===== config.mk =====
export PLATFORM = sky130hd
export DESIGN_NAME = memory_bus_ctrl
export DESIGN_NICKNAME = d
export VERILOG_FILES = /design/src/rtl/mem_map_pkg.sv /design/src/rtl/kbd_fifo.sv /design/src/rtl/memory_bus_ctrl.sv
export SDC_FILE = /design/constraint.sdc
export NUM_CORES = 1
export LEC_CHECK = 0
export ABC_AREA = 1
export ABC_CLOCK_PERIOD_IN_PS = 9000
export BUFFER_PORTS_ARGS = -buffer_cell sky130_fd_sc_hd__buf_2
export CAP_MARGIN = 20
export CELL_PAD_IN_SITES_DETAIL_PLACEMENT = 0
export CELL_PAD_IN_SITES_GLOBAL_PLACEMENT = 2
export CORE_ASPECT_RATIO = 2
export CORE_MARGIN = 8
export CORE_UTILIZATION = 38
export DETAILED_ROUTE_END_ITERATION = 8
export MAX_ROUTING_LAYER = met4
export PLACE_DENSITY_LB_ADDON = 0.1
export SETUP_SLACK_MARGIN = 0.4
export SKIP_CTS_REPAIR_TIMING = 1
export SYNTH_ARGS = -nofsm -noshare
export SYNTH_HDL_FRONTEND = slang
export SYNTH_HIERARCHICAL = 1
export SYNTH_SLANG_ARGS = --single-unit

===== constraint.sdc =====
create_clock -name clk -period 9 [get_ports clk]
set_clock_uncertainty 0.15 [all_clocks]
set_input_delay 0 -clock clk [delete_from_list [all_inputs] [get_ports clk]]
set_output_delay 0 -clock clk [all_outputs]
set_load 0.02 [all_outputs]

===== src/rtl/mem_map_pkg.sv =====
// Address map, region/state enums and the pure address decode shared by the
// memory bus controller and anything else that needs to classify CPU addresses.
package mem_map_pkg;

    typedef enum logic [2:0] {
        RAM,
        ROM,
        KBD_DATA,
        KBD_STAT,
        UNMAPPED
    } region_e;

    typedef enum logic [1:0] {
        IDLE,
        ACCESS,
        RESP
    } state_e;

    localparam logic [15:0] KBD_DATA_ADDR = 16'hFE00;
    localparam logic [15:0] KBD_STAT_ADDR = 16'hFE01;
    localparam logic [7:0]  ROM_PAGE      = 8'hFF;

    function automatic region_e decode(input logic [15:0] addr);
        region_e region;
        region = UNMAPPED;
        if (!addr[15]) begin
            region = RAM;
        end else if (addr[15:8] == ROM_PAGE) begin
            region = ROM;
        end else if (addr == KBD_DATA_ADDR) begin
            region = KBD_DATA;
        end else if (addr == KBD_STAT_ADDR) begin
            region = KBD_STAT;
        end
        return region;
    endfunction

endpackage


===== src/rtl/kbd_fifo.sv =====
// Keyboard scancode FIFO: power-of-two depth, combinational head output,
// simultaneous push and pop allowed even when full.
module kbd_fifo #(
    parameter int DATA_W = 16,
    parameter int DEPTH  = 8
) (
    input  logic                     clk,
    input  logic                     rst,
    input  logic                     push,
    input  logic                     pop,
    input  logic [DATA_W-1:0]        din,
    output logic [DATA_W-1:0]        dout,
    output logic [$clog2(DEPTH):0]   count,
    output logic                     full,
    output logic                     empty
);
    localparam int AW = $clog2(DEPTH);
    localparam int CW = AW + 1;

    logic [DATA_W-1:0] mem [DEPTH];
    logic [AW-1:0]     wr_ptr_q, wr_ptr_d;
    logic [AW-1:0]     rd_ptr_q, rd_ptr_d;
    logic [CW-1:0]     count_q, count_d;
    logic              push_eff;
    logic              pop_eff;

    assign empty    = (count_q == '0);
    assign full     = (count_q == CW'(DEPTH));
    assign pop_eff  = pop && !empty;
    // A pop in the same cycle frees the slot, so a full FIFO still accepts.
    assign push_eff = push && (!full || pop_eff);
    assign dout     = mem[rd_ptr_q];
    assign count    = count_q;

    always_comb begin
        wr_ptr_d = wr_ptr_q;
        rd_ptr_d = rd_ptr_q;
        count_d  = count_q;
        if (push_eff) begin
            wr_ptr_d = wr_ptr_q + 1'b1;
        end
        if (pop_eff) begin
            rd_ptr_d = rd_ptr_q + 1'b1;
        end
        case ({push_eff, pop_eff})
            2'b10:   count_d = count_q + 1'b1;
            2'b01:   count_d = count_q - 1'b1;
            default: count_d = count_q;
        endcase
    end

    always_ff @(posedge clk or posedge rst) begin
        if (rst) begin
            wr_ptr_q <= '0;
            rd_ptr_q <= '0;
            count_q  <= '0;
        end else begin
            wr_ptr_q <= wr_ptr_d;
            rd_ptr_q <= rd_ptr_d;
            count_q  <= count_d;
        end
    end

    always_ff @(posedge clk) begin
        if (push_eff) begin
            mem[wr_ptr_q] <= din;
        end
    end

endmodule


===== src/rtl/memory_bus_ctrl.sv =====
// CPU memory bus controller: decodes RAM/ROM/keyboard regions, inserts
// per-region wait states and returns a one-cycle ready strobe.
module memory_bus_ctrl
    import mem_map_pkg::*;
#(
    parameter int DATA_W    = 16,
    parameter int RAM_WAIT  = 1,
    parameter int ROM_WAIT  = 0,
    parameter int KBD_DEPTH = 8
) (
    input  logic              clk,
    input  logic              rst,
    input  logic              req,
    input  logic              we,
    input  logic [15:0]       addr,
    input  logic [DATA_W-1:0] wdata,
    output logic              ready,
    output logic [DATA_W-1:0] rdata,
    output logic              fault,
    output logic [15:0]       ram_addr,
    output logic [DATA_W-1:0] ram_wdata,
    output logic              ram_we,
    output logic              ram_oe,
    input  logic [DATA_W-1:0] ram_rdata,
    output logic [15:0]       rom_addr,
    input  logic [DATA_W-1:0] rom_rdata,
    input  logic              kbd_valid,
    input  logic [DATA_W-1:0] kbd_data
);
    localparam int CW = $clog2(KBD_DEPTH) + 1;

    state_e            state_q, state_d;
    region_e           region_q, region_d;
    region_e           req_region;
    logic              we_q, we_d;
    logic [3:0]        wait_q, wait_d;
    logic [DATA_W-1:0] rdata_q, rdata_d;
    logic              fault_q, fault_d;
    logic              ready_q, ready_d;
    logic              overflow_q, overflow_d;
    logic [15:0]       ram_addr_q, ram_addr_d;
    logic [DATA_W-1:0] ram_wdata_q, ram_wdata_d;
    logic              ram_we_q, ram_we_d;
    logic              ram_oe_q, ram_oe_d;
    logic [15:0]       rom_addr_q, rom_addr_d;
    logic              ovf_clr;

    logic              capture;
    logic              fifo_pop;
    logic [DATA_W-1:0] fifo_dout;
    logic [CW-1:0]     fifo_count;
    logic              fifo_full;
    logic              fifo_empty;
    logic [DATA_W-1:0] stat_word;

    assign req_region = decode(addr);
    assign capture    = (state_q == ACCESS) && (wait_q == 4'd0);
    assign fifo_pop   = capture && (region_q == KBD_DATA) && !we_q;

    kbd_fifo #(
        .DATA_W (DATA_W),
        .DEPTH  (KBD_DEPTH)
    ) u_kbd_fifo (
        .clk   (clk),
        .rst   (rst),
        .push  (kbd_valid),
        .pop   (fifo_pop),
        .din   (kbd_data),
        .dout  (fifo_dout),
        .count (fifo_count),
        .full  (fifo_full),
        .empty (fifo_empty)
    );

    always_comb begin
        stat_word       = '0;
        stat_word[9:0]  = {7'(fifo_count), overflow_q, fifo_full, fifo_empty};
    end

    always_comb begin
        state_d     = state_q;
        region_d    = region_q;
        we_d        = we_q;
        wait_d      = wait_q;
        rdata_d     = rdata_q;
        fault_d     = fault_q;
        ready_d     = ready_q;
        ram_addr_d  = ram_addr_q;
        ram_wdata_d = ram_wdata_q;
        ram_we_d    = ram_we_q;
        ram_oe_d    = ram_oe_q;
        rom_addr_d  = rom_addr_q;
        ovf_clr     = 1'b0;

        case (state_q)
            IDLE: begin
                ready_d = 1'b0;
                rdata_d = '0;
                fault_d = 1'b0;
                if (req) begin
                    state_d  = ACCESS;
                    region_d = req_region;
                    we_d     = we;
                    wait_d   = 4'd0;
                    if (req_region == RAM) begin
                        wait_d      = 4'(RAM_WAIT);
                        ram_addr_d  = {1'b0, addr[15:1]};
                        ram_wdata_d = wdata;
                        ram_we_d    = we;
                        ram_oe_d    = !we;
                    end else if (req_region == ROM) begin
                        wait_d     = 4'(ROM_WAIT);
                        rom_addr_d = {8'h00, addr[7:0]};
                    end
                end
            end
            ACCESS: begin
                if (wait_q != 4'd0) begin
                    wait_d = wait_q - 4'd1;
                end else begin
                    state_d     = RESP;
                    ready_d     = 1'b1;
                    rdata_d     = '0;
                    fault_d     = 1'b0;
                    ram_addr_d  = '0;
                    ram_wdata_d = '0;
                    ram_we_d    = 1'b0;
                    ram_oe_d    = 1'b0;
                    rom_addr_d  = '0;
                    case (region_q)
                        RAM: begin
                            if (!we_q) rdata_d = ram_rdata;
                        end
                        ROM: begin
                            if (we_q) fault_d = 1'b1;
                            else      rdata_d = rom_rdata;
                        end
                        KBD_DATA: begin
                            if (we_q)             fault_d = 1'b1;
                            else if (!fifo_empty) rdata_d = fifo_dout;
                        end
                        KBD_STAT: begin
                            if (!we_q) rdata_d = stat_word;
                            ovf_clr = 1'b1;
                        end
                        default: fault_d = 1'b1;
                    endcase
                end
            end
            RESP: begin
                state_d = IDLE;
                ready_d = 1'b0;
                rdata_d = '0;
                fault_d = 1'b0;
            end
            default: state_d = IDLE;
        endcase

        // A dropped push in the clearing cycle must leave overflow set.
        overflow_d = ovf_clr ? 1'b0 : overflow_q;
        if (kbd_valid && fifo_full && !fifo_pop) begin
            overflow_d = 1'b1;
        end
    end

    always_ff @(posedge clk or posedge rst) begin
        if (rst) begin
            state_q     <= IDLE;
            region_q    <= UNMAPPED;
            we_q        <= 1'b0;
            wait_q      <= 4'd0;
            rdata_q     <= '0;
            fault_q     <= 1'b0;
            ready_q     <= 1'b0;
            overflow_q  <= 1'b0;
            ram_addr_q  <= '0;
            ram_wdata_q <= '0;
            ram_we_q    <= 1'b0;
            ram_oe_q    <= 1'b0;
            rom_addr_q  <= '0;
        end else begin
            state_q     <= state_d;
            region_q    <= region_d;
            we_q        <= we_d;
            wait_q      <= wait_d;
            rdata_q     <= rdata_d;
            fault_q     <= fault_d;
            ready_q     <= ready_d;
            overflow_q  <= overflow_d;
            ram_addr_q  <= ram_addr_d;
            ram_wdata_q <= ram_wdata_d;
            ram_we_q    <= ram_we_d;
            ram_oe_q    <= ram_oe_d;
            rom_addr_q  <= rom_addr_d;
        end
    end

    assign ready     = ready_q;
    assign rdata     = rdata_q;
    assign fault     = fault_q;
    assign ram_addr  = ram_addr_q;
    assign ram_wdata = ram_wdata_q;
    assign ram_we    = ram_we_q;
    assign ram_oe    = ram_oe_q;
    assign rom_addr  = rom_addr_q;

endmodule


==> results of run 1 <==
-- through the flow --
step                      hold slack (ns)  util [%]  instances  power, uW
after global routing                0.146      49.2       1417       3330
after detailed placement           -0.102      42.4       1294       2180
after CTS                          -0.643      45.5       1330       3140
after global placement             -0.101      42.4       1294       2170
final                               0.114      49.2       1417       3140
after floorplan                    -0.310         -        899       1880
-- power breakdown --
group	leakage (uW)	total [uW]	internal [uW]	switching, uW
logic	0.00262	858	282	576
registers	0.00221	1340	1230	113
clock network	0.000360	943	584	359
total	0.00520	3140	2100	1050
-- Yosys cell counts, drive strengths merged --
master  count
o21ai     116
mux2        1
dfstp       1
a21oi       8
ha          5
o22ai      16
mux2i      16
nor2      102
clkbuf     12
nor3b       2
or2         1
xor2        4
fa          1
nand2     198
clkinv      1
dfrtp      79
xnor2       1
nand3      79
buf        36
nand4       8
conb        1
nand3b      2
nor3        3
edfxtp    128
inv        69
o211ai      1
-- placed cells by master, fill, tap and decap left out, drive strengths merged, types with 16 or more instances in the layout --
cell and n:
buf 157, clkbuf 22, dfrtp 79, dlygate4sd3 86, edfxtp 128, inv 69, mux2i 16, nand2 198
nand3 79, nor2 102, o21ai 116, o22ai 16
-- worst min-delay path, stage by stage --
cell           delay, ns
dlygate4sd3_1       0.53
buf_2               0.12
o21ai_0             0.08
-- per-layer routing --
metal | GRT usage (%) | share of wire (%) | wire length [um] | up-vias
met5 | - | 0 | 0 | -
met4 | 6.87 | 3.1 | 758 | 0
met3 | 2.43 | 3.6 | 895 | 38
met2 | 31.3 | 56 | 13800 | 146
met1 | 17.2 | 38 | 9350 | 3186
li1 | - | - | - | 3441
-- cell type report --
class / instances / area share (%)
clock buffer: 22 / 4.35
tap: 287 / 3.08
timing repair buffer: 243 / 14.4
sequential: 208 / 50.1
inverter: 70 / 2.27
clock inverter: 14 / 2.06
multi-input combinational: 573 / 23.7
-- worst paths after layout --
| check | startpoint | end | slack (ns) | depth (start not counted) |
|---|---|---|---|---|
| max | state_q[0] | u_kbd_fifo/count[3] | 5.19 | 15 |
| min | we | ram_oe | 0.11 | 3 |
| max reg2reg | state_q[0] | u_kbd_fifo/count[3] | 5.19 | 15 |
| min reg2reg | rom_addr[5] | rom_addr[5] | 0.31 | 2 |
| max in group asynchronous | rst | u_kbd_fifo/rd_ptr_q[0] | 7.90 | 4 |
| min in group asynchronous | rst | wait_q[3] | 0.14 | 4 |
-- flip-flops by register name, summed over array words and instances (netlist names), 3 cells and up --
register and flops:
wait_q 4, u_kbd_fifo/mem 128, rdata 16, u_kbd_fifo/wr_ptr_q 3
u_kbd_fifo/rd_ptr_q 3, u_kbd_fifo/count 4, region_q 3, ram_wdata 16
rom_addr 8, ram_addr 15
-- kinds of logic after synthesis --
logic type      count (synthesis)
xor+xnor                        5
flops                         208
mux                            17
simple gates                  395
buf+inv                       118
compound gates                141
other cells                     1
fa+ha+maj                       6
==> impl_results.md, run 1 <==
* Status: complete, no violations
* Simple-gate share of the synthesized area at 18.5%
* Max-Slew Margin vs Limit at 36.9%
* WP buf/inv at 5
* Vias in the first global route at 6820
* Longest Clk Path Bufs at 3
* Core ar. at 23700 um2
* Worst EP arrival at 4.06 ns
* Grt ovf at 0
* Sequential area share after synthesis at 64.1%
* Synthesized area per cell at 10.2 um2
* Drt pass-1 iters at 4
* Fmax at 0.263 GHz
* CP Capture Type: flop
* Clk Tree Root Cell: clkbuf_16
* Final worst-path cycle share at 42.3%
* Peak fanout along the critical path at 22
* Yosys warns at 6
* FILL cells at 2261
* CP required at 9.25 ns
* Nets at 1207
* Post-Syn Area at 9130 um2
* Dpl ws at 5.21 ns
* Via count at 6811
* Die area at 29500 um2
* Diodes inserted at 0
* Ports at 153
* RSZ-0062 raised after global routing: false
* Layout cells sized above 1 at 19.4%
* Setup TNS at 0 ns
* Routed Antenna Nets at 0
* Worst Tran Pin Value at 0.947 ns
* P&R area growth vs syn at 27.9%
* Worst Hold Class: input port to flop
* DRC at 0
* Compound-Gate Fraction of Synth Area at 7.98%
* WL/cell at 17.5 um
* Post-synthesis mux area share at 1.88%
* Leak Pwr at 0.00520 uW
* Number of vias per cell at 4.81
* Worst-path clk slew at 0.07 ns
* Worst VDD drop at 168 uV
* Initial core utilization at 38.5%
* CP cell instances: inv_2 > nor2_2 > inv_2 > nor2_4 > inv_2 > nor3_1 > nand3_1 > inv_1 > ha_1 > a21oi_1 > nand3_1 > nand2_1 > nand3_1 > nand2_1 > inv_1
* CP max stage delay at 0.85 ns
* Total Wirelength at 24.8 mm
* Post-Synth Adder-Cell Area at 0.905%
* Crit-path slowest cell: dfrtp_1
* Final max-slew violation count at 0
* CP delay by family, top: simple AND/OR/NAND/NOR gates
* All-Layer GR Usage at 16.9%
* Cell Area, Placed at 10100 um2
* Setup ws final at 5.19 ns
* Critical path type: flop to flop
* Synth cell types at 39
* Initial antenna violation count at 0
* CTS Buf Count at 20
* CTS H-Tree Depth at 1
* Max-cap violations at 0
* Post-synthesis cell count at 891
* Post-synthesis cell type with the largest combined area: edfxtp_1
* Die width at 126 um
* Hold violation count in the final report at 0
* Latest clock arrival within the worst-skew pair at 0.51 ns
* Largest family of logic cells by synthesized area: simple AND/OR/NAND/NOR gates
* Xor/xnor cell area share of the yosys netlist at 0.480%
* Cell area after layout at 11700 um2
* Die Span Y at 235 um
* Tmin final at 3.81 ns
* Largest cells by area after synthesis: edfxtp_1, dfrtp_1, nand2_1
* Global-route wire length before repair at 37.9 mm
* CP startpoint kind: flop
* # rows at 80
* GPL Wtd Cong at 0.812
* Top-area cell type share of the netlist area at 42.1%
* Starting DRT DRC Count at 365
* Hpwl dp at 17.7 mm
* Largest net degree at the start of global routing at 71
* Sink Count at 208
* Multi-input logic area at 2770 um2
* FF+latch area at 5850 um2
* Setup violators final at 0
* CTS tree: built
* Yosys reg bits at 208
* Input/output buffers at 143
* Cell Pwr Density at 269 nW/um2
Power figures use the tool's default switching activity.
==> inputs of run 2 (changes only) <==
Settings changed: ABC_CLOCK_PERIOD_IN_PS 9000 to 3090, CORE_UTILIZATION 38 to 32.
Clock period 9 ns to 3.09 ns, I/O delays scaled along.
==> run 2 against run 1 <==
The run now ends with negative hold slack left. Design area rose by 1.5%. Via count grew 1.4%. First-iteration DRC count down 35%. Worst hold slack got worse by 0.13 ns. Maximum frequency up 48%. Sequential share of layout area is 0.76 points lower. Power grew to 2.9 times the previous value. Die area rose by 17%. Critical path type unchanged.
==> impl_results.md, run 2 (synthesized netlist as in run 1, its figures left out) <==
* Flop2flop setup slack at 0.52 ns (was 5.19 ns)
* Finished Core Util at 42.2% (was 49.2%)
* All-Layer GR Usage at 15.6% (was 16.9%)
* Number of vias per cell at 4.62 (was 4.81)
* Peak fanout along the critical path at 42 (was 22)
* Latest clock arrival within the worst-skew pair at 0.53 ns (was 0.51 ns)
* Worst Tran Pin Value at 0.669 ns (was 0.947 ns)
* Largest net degree at the start of global routing at 66 (was 71)
* Most flops, register: u_kbd_fifo/mem (unchanged)
* Leading cell type in the layout, fill and taps excluded: nand2_1 (unchanged)
* Final worst-path cycle share at 83.1% (was 42.3%)
* Longest Clk Path Bufs at 3 (unchanged)
* CTS Buf Count at 21 (was 20)
* # rows at 87 (was 80)
* Fmax at 0.389 GHz (was 0.263 GHz)
* GPL Wtd Cong at 0.750 (was 0.812)
* Commonest non-fill, non-tap cells in the layout: nand2_1, buf_2, edfxtp_1 (unchanged)
* RR Startpoint: u_kbd_fifo/rd_ptr_q[1] (was state_q[0])
* Sink Count at 208 (unchanged)
* WP buf/inv at 2 (was 5)
* Worst EP arrival at 2.88 ns (was 4.06 ns)
* Via count at 6904 (was 6811)
* Ports at 153 (unchanged)
* CP required at 3.40 ns (was 9.25 ns)
* Leak Pwr at 0.00524 uW (was 0.00520 uW)
* Diodes inserted at 0 (unchanged)
* Worst VDD drop at 474 uV (was 168 uV)
* Logic pwr share at 29.4% (was 27.3%)
* CP max stage delay at 0.77 ns (was 0.85 ns)
* Seq pwr share at 43.0% (was 42.7%)
* Initial antenna violation count at 0 (unchanged)
* Setup TNS at 0 ns (unchanged)
* Max-Slew Margin vs Limit at 55.4% (was 36.9%)
* Drt pass-1 iters at 4 (unchanged)
* Vias in the first global route at 6848 (was 6820)
* Total Wirelength at 27.0 mm (was 24.8 mm)
* Hold slack at -0.0159 ns (was 0.114 ns)
* Psw at 3160 uW (was 1050 uW)
* Max-cap violations at 0 (unchanged)
* R2R cell count at 10 (was 15)
* FILL cells at 2837 (was 2261)
* Initial core utilization at 32.5% (was 38.5%)
* CTS tree: built (unchanged)
* Setup violators final at 0 (unchanged)
* Crit path top cell by count: nand2_1
* Worst-path clk slew at 0.07 ns (about the same)
* Final max-slew violation count at 0 (unchanged)
* Global-route wire length before repair at 40.1 mm (was 37.9 mm)
* Switching share of power at 35.1% (was 33.3%)
* Clk Tree Root Cell: clkbuf_16 (unchanged)
* Hpwl dp at 19.3 mm (was 17.7 mm)
* Hold violation count in the final report at 15 (was 0)
* CTS H-Tree Depth at 1 (unchanged)
* Core ar. at 28100 um2 (was 23700 um2)
* CP cell instances: buf_12 > o21ai_0 > o22ai_1 > nand2_1 > nand2_1 > nand3_1 > nand3_1 > nand2_1 > nand2_1 > dlygate4sd3_1 (was inv_2 > nor2_2 > inv_2 > nor2_4 > inv_2 > nor3_1 > nand3_1 > inv_1 > ha_1 > a21oi_1 > nand3_1 > nand2_1 > nand3_1 > nand2_1 > inv_1)
* Status: finished with violations (was complete, no violations)
* Die width at 135 um (was 126 um)
* Tmin final at 2.57 ns (was 3.81 ns)
* CP startpoint kind: flop (unchanged)
* Die Span Y at 255 um (was 235 um)
* Clock share of power at 27.6% (was 30.0%)
* Nets at 1216 (was 1207)
* P&R area growth vs syn at 29.9% (was 27.9%)
* Routed Antenna Nets at 0 (unchanged)
* Failing checks: negative hold slack
* Cell Int Power at 5850 uW (was 2100 uW)
* Die area at 34500 um2 (was 29500 um2)
* CP delay by family, top: buffers and inverters (was simple AND/OR/NAND/NOR gates)
* RR Endpoint: rdata[13] (was u_kbd_fifo/count[3])
* DRC at 0 (unchanged)
* CP Capture Type: flop (unchanged)
* Critical path type: flop to flop (unchanged)
* Starting DRT DRC Count at 239 (was 365)
* WL/cell at 18.1 um (was 17.5 um)
* Layout cells sized above 1 at 20.5% (was 19.4%)
* Input/output buffers at 143 (unchanged)
* Grt ovf at 0 (unchanged)
* RSZ-0062 raised after global routing: true (was false)
* Crit-path slowest cell: dfrtp_1 (unchanged)
* Worst Hold Class: input port to async pin (was input port to flop)
* Max FFs per register at 128 (unchanged)
* Cell Pwr Density at 760 nW/um2 (was 269 nW/um2)
## run 2: worst max path at each step
stage / start / endpoint / slack, ns / cells past startpoint
detailed placement: wait_q[0] / u_kbd_fifo/mem[6][12] / 0.46 / 10
global placement: wait_q[0] / u_kbd_fifo/mem[6][12] / 0.50 / 10
floorplan: wait_q[0] / u_kbd_fifo/mem[0][0] / 0.42 / 11
global route: wait_q[1] / u_kbd_fifo/count[3] / 0.32 / 15
finish: u_kbd_fifo/rd_ptr_q[1] / rdata[13] / 0.52 / 10
CTS: wait_q[1] / u_kbd_fifo/mem[6][0] / 0.43 / 10
## run 2: final cells by class
| cell class | count | area (um2) | area share, % |
|---|---|---|---|
| Tap cell | 356 | 445 | 3.76 |
| Inverter | 70 | 265 | 2.24 |
| Multi-Input combinational cell | 573 | 2850 | 24.0 |
| Clock buffer | 25 | 541 | 4.56 |
| Sequential cell | 208 | 5850 | 49.4 |
| Timing Repair Buffer | 251 | 1800 | 15.2 |
| Clock inverter | 11 | 109 | 0.919 |
## run 2: power by group through the flow
| stage | registers, uW | clock network (uW) | logic (uW) |
|---|---|---|---|
| final | 3880 | 2480 | 2650 |
| after global routing | 3950 | 2660 | 2950 |
| after CTS | 3880 | 2570 | 2580 |
| after detailed placement | 3940 | 0 | 2580 |
| after global placement | 3930 | 0 | 2570 |
| after floorplan | 4220 | 0 | 1350 |
## run 2: stage by stage
| step | setup WS (ns) | cell area, um2 | power, uW | instances | hold slack (ns) |
|---|---|---|---|---|---|
| global placement | 0.495 | 10300 | 6500 | 1370 | -0.119 |
| floorplan | 0.418 | 9250 | 5570 | 899 | -0.310 |
| finish | 0.522 | 11900 | 9010 | 1494 | -0.0159 |
| global route | 0.318 | 11900 | 9550 | 1494 | 0.0476 |
| CTS | 0.426 | 10900 | 9040 | 1406 | -0.661 |
| detailed placement | 0.457 | 10300 | 6510 | 1370 | -0.109 |
## run 2: metal layers
layer	track usage, %	vias to the layer above	routed length, um
li1	-	3461	-
met1	15.6	3278	10000
met2	30.1	133	15300
met3	2.14	32	1090
met4	4.79	0	596
met5	-	-	0
## run 2: worst reg2reg max path, cell delays in order (launching register included)
cell and delay (ns):
dfrtp_1 0.77, buf_12 0.28, o21ai_0 0.15, o22ai_1 0.16, nand2_1 0.10, nand2_1 0.08
nand3_1 0.08, nand3_1 0.09, nand2_1 0.05, nand2_1 0.07, dlygate4sd3_1 0.54
==> inputs of run 3 (changes only) <==
Settings changed: ABC_AREA 1 to 0, ABC_CLOCK_PERIOD_IN_PS 3090 to 2600, CORE_UTILIZATION 32 to 40.
Clock period 3.09 ns to 2.6 ns, I/O delays scaled along.
==> run 3 against run 2 <==
The run ends with negative hold slack, negative setup slack left. Combinational power rose by 36%. First-iteration DRC count is 22% higher. Register-to-register slack got worse by 0.71 ns. Power increased by 23%. Non-clock buffer count is 28 higher. Core utilization grew 12 points. Critical path depth is 3 higher. Largest power group unchanged. Wire length is 11% lower.
==> impl_results.md, run 3 <==
* Status: finished with violations (unchanged)
* Failing checks: negative hold slack, negative setup slack (was negative hold slack)
* Drt pass-1 iters at 4 (unchanged)
* Sink Count at 208 (unchanged)
* Multi-input logic area at 2910 um2 (was 2850 um2)
* CTS tree: built (unchanged)
* CP startpoint kind: flop (unchanged)
* Max-Slew Margin vs Limit at 48.3% (was 55.4%)
* Clock share of power at 26.2% (was 27.6%)
* Pwr Total at 11100 uW (was 9010 uW)
* Hold slack at -0.0280 ns (was -0.0159 ns)
* Critical path type: flop to flop (unchanged)
* Cell area after layout at 11900 um2 (about the same)
* Max FFs per register at 128 (unchanged)
* Cell Int Power at 7530 uW (was 5850 uW)
* Max-cap violations at 0 (unchanged)
* P&R area growth vs syn at 34.3% (was 29.9%)
* Hpwl dp at 16.8 mm (was 19.3 mm)
* Initial core utilization at 40.5% (was 32.5%)
* Post-synthesis cell count at 540 (was 891)
* Yosys warns at 6 (unchanged)
* Longest Clk Path Bufs at 3 (unchanged)
* Input/output buffers at 143 (unchanged)
* Worst EP arrival at 3.07 ns (was 2.88 ns)
* CTS Buf Count at 20 (was 21)
* Latest clock arrival within the worst-skew pair at 0.50 ns (was 0.53 ns)
* Diodes inserted at 0 (unchanged)
* Switching share of power at 32.0% (was 35.1%)
* Flop2flop setup slack at -0.19 ns (was 0.52 ns)
* # rows at 77 (was 87)
* CP Capture Type: flop (unchanged)
* Leading cell type in the layout, fill and taps excluded: buf_2 (was nand2_1)
* Final max-slew violation count at 0 (unchanged)
* WP buf/inv at 3 (was 2)
* Fmax at 0.359 GHz (was 0.389 GHz)
* Setup ws final at -0.188 ns (was 0.522 ns)
* DRC at 0 (unchanged)
* Initial antenna violation count at 0 (unchanged)
* Number of vias per cell at 5.23 (was 4.62)
* Psw at 3550 uW (was 3160 uW)
* Layout cells sized above 1 at 39.4% (was 20.5%)
* Global-route wire length before repair at 35.3 mm (was 40.1 mm)
* Post-Syn Area at 8890 um2 (was 9130 um2)
* Post-synthesis cell type with the largest combined area: edfxtp_1 (unchanged)
* Commonest non-fill, non-tap cells in the layout: buf_2, edfxtp_1, dlygate4sd3_1 (was nand2_1, buf_2, edfxtp_1)
* CP max stage delay at 0.39 ns (was 0.77 ns)
* Final worst-path cycle share at 107% (was 83.1%)
* Tmin final at 2.79 ns (was 2.57 ns)
* Via count at 5748 (was 6904)
* CP delay by family, top: simple AND/OR/NAND/NOR gates (was buffers and inverters)
* Total Wirelength at 24.1 mm (was 27.0 mm)
* Yosys reg bits at 208 (unchanged)
* Most frequent cells after synthesis: edfxtp_1, dfrtp_1, mux2_2 (was nand2_1, edfxtp_1, o21ai_0)
* Synthesized area per cell at 16.5 um2 (was 10.2 um2)
* Largest net degree at the start of global routing at 71 (was 66)
* R2R cell count at 13 (was 10)
* Die area at 27600 um2 (was 34500 um2)
* Hold violation count in the final report at 15 (unchanged)
* Cell Pwr Density at 927 nW/um2 (was 760 nW/um2)
* Synth cell types at 64 (was 39)
* Starting DRT DRC Count at 292 (was 239)
* Top-area cell type share of the netlist area at 43.2% (was 42.1%)
* Die Span Y at 227 um (was 255 um)
* Largest cells by area after synthesis: edfxtp_1, dfrtp_1, mux4_2 (was edfxtp_1, dfrtp_1, nand2_1)
* WL/cell at 22.0 um (was 18.1 um)
* Crit-path slowest cell: dfrtp_1 (unchanged)
* Seq pwr share at 41.2% (was 43.0%)
* Sequential area share after synthesis at 65.7% (was 64.1%)
* Core ar. at 22000 um2 (was 28100 um2)
* Post-synth EDFFs at 128 (unchanged)
* All-Layer GR Usage at 17.4% (was 15.6%)
* Nets at 900 (was 1216)
* Worst-path clk slew at 0.07 ns (about the same)
* CTS H-Tree Depth at 1 (unchanged)
* CP required at 2.88 ns (was 3.40 ns)
* Ports at 153 (unchanged)
* FF+latch area at 5850 um2 (about the same)
* Logic pwr share at 32.6% (was 29.4%)
* RSZ-0062 raised after global routing: true (unchanged)
* GPL Wtd Cong at 0.816 (was 0.750)
* RR Endpoint: u_kbd_fifo/count[3] (was rdata[13])
* Worst VDD drop at 496 uV (was 474 uV)
* Vias in the first global route at 5959 (was 6848)
* Clk Tree Root Cell: clkbuf_16 (unchanged)
* CP cell instances: inv_2 > ha_4 > nor3b_4 > nand4_1 > inv_2 > o21ai_4 > or2_4 > inv_4 > ha_4 > a211o_1 > nand3_2 > mux2_4 > nand3b_1 (was buf_12 > o21ai_0 > o22ai_1 > nand2_1 > nand2_1 > nand3_1 > nand3_1 > nand2_1 > nand2_1 > dlygate4sd3_1)
* Top FF cell, synth: edfxtp_1 (unchanged)
* Routed Antenna Nets at 0 (unchanged)
* Leak Pwr at 0.00490 uW (was 0.00524 uW)
* Most flops, register: u_kbd_fifo/mem (unchanged)
* Setup violators final at 83 (was 0)
* Grt ovf at 0 (unchanged)
* Peak fanout along the critical path at 6 (was 42)
* Worst Tran Pin Value at 0.768 ns (was 0.669 ns)
* RR Startpoint: wait_q[0] (was u_kbd_fifo/rd_ptr_q[1])
* Asr flop ratio synth at 38.5% (unchanged)
* Most numerous cell in the Yosys netlist: edfxtp_1 (was nand2_1)
* Worst Hold Class: input port to async pin (unchanged)
* Cell Area, Placed at 10300 um2 (about the same)
* FILL cells at 1811 (was 2837)
* Die width at 121 um (was 135 um)
[run 3: cell count changes after synthesis, moves of 14 or more]
cell and delta:
nand2_1 -174, o21ai_0 -91, nor2_1 -82, nand3_1 -72
inv_1 -43, mux2_2 +32, a22o_1 +31, mux4_2 +22
o22ai_1 -15, o21ai_1 -14
[run 3: how the worst max path moves through the flow]
stage,start,to,cells past startpoint,slack [ns]
2_1_floorplan,wait_q[0],u_kbd_fifo/count[3],13,-0.20
3_3_place_gp,wait_q[0],u_kbd_fifo/count[3],13,-0.19
3_5_place_dp,wait_q[0],u_kbd_fifo/count[3],13,-0.24
4_1_cts,wait_q[0],u_kbd_fifo/count[3],13,-0.26
5_1_grt,wait_q[0],u_kbd_fifo/count[3],13,-0.30
6_report,wait_q[0],u_kbd_fifo/count[3],13,-0.19
[run 3: cell type report]
type                    count  share of cell area [%]
clock buffers              25                    4.52
flip-flops and latches    208                    49.0
multi-input cells         280                    24.3
inverters                  20                   0.649
clock inverters            11                   0.869
well taps                 276                    2.89
repair buffers            279                    17.7
[run 3: worst register-to-register path, delay by kind of cell, from the launching register on]
| kind | cells | cell delay [ns] |
|---|---|---|
| AO/OA/AOI/OAI | 2 | 0.39 |
| adder cells (fa/ha/maj) | 2 | 0.33 |
| buffers and inverters | 3 | 0.29 |
| flip-flops | 1 | 0.39 |
| multiplexers | 1 | 0.30 |
| AND/OR/NAND/NOR | 5 | 0.87 |
[run 3: cell families (layout without fill, tap and decap cells)]
| family | count (synthesis) | after routing | share of synthesized area (%) |
|---|---|---|---|
| XOR/XNOR | 7 | 7 | 0.689 |
| flip-flops | 208 | 208 | 65.7 |
| adder cells (fa/ha/maj) | 6 | 6 | 0.928 |
| AND/OR/NAND/NOR | 82 | 82 | 5.81 |
| other | 1 | 9 | 0.0422 |
| multiplexers | 81 | 81 | 14.6 |
| buffers and inverters | 60 | 335 | 3.62 |
| AO/OA/AOI/OAI | 95 | 95 | 8.62 |
[run 3: per-layer routing]
| layer | GRT usage, % | part of all wire, % |
|---|---|---|
| met1 | 18.6 | 38 |
| met2 | 31.3 | 54 |
| met3 | 2.34 | 4.9 |
| met4 | 7.25 | 3.0 |
| met5 | - | 0 |
[run 3: power groups by stage]
stage | Combinational (uW) | Sequential (uW) | Clock, uW
2_1_floorplan | 1890 | 4890 | 0
3_3_place_gp | 3340 | 4620 | 0
3_5_place_dp | 3400 | 4650 | 0
4_1_cts | 3410 | 4590 | 2980
5_1_grt | 3910 | 4640 | 3090
6_report | 3610 | 4570 | 2900
[run 3: metrics by stage]
stage	utilization [%]	setup TNS, ns	cells	setup slack (ns)	hold slack [ns]
final	54.4	-4.22	1099	-0.188	-0.0280
after global routing	54.4	-19.61	1099	-0.299	0.0349
after CTS	49.9	-14.54	1006	-0.260	-0.651
after detailed placement	46.9	-12.91	970	-0.245	-0.111
after global placement	46.9	-7.35	970	-0.192	-0.125
after floorplan	-	-4.62	548	-0.201	-0.310
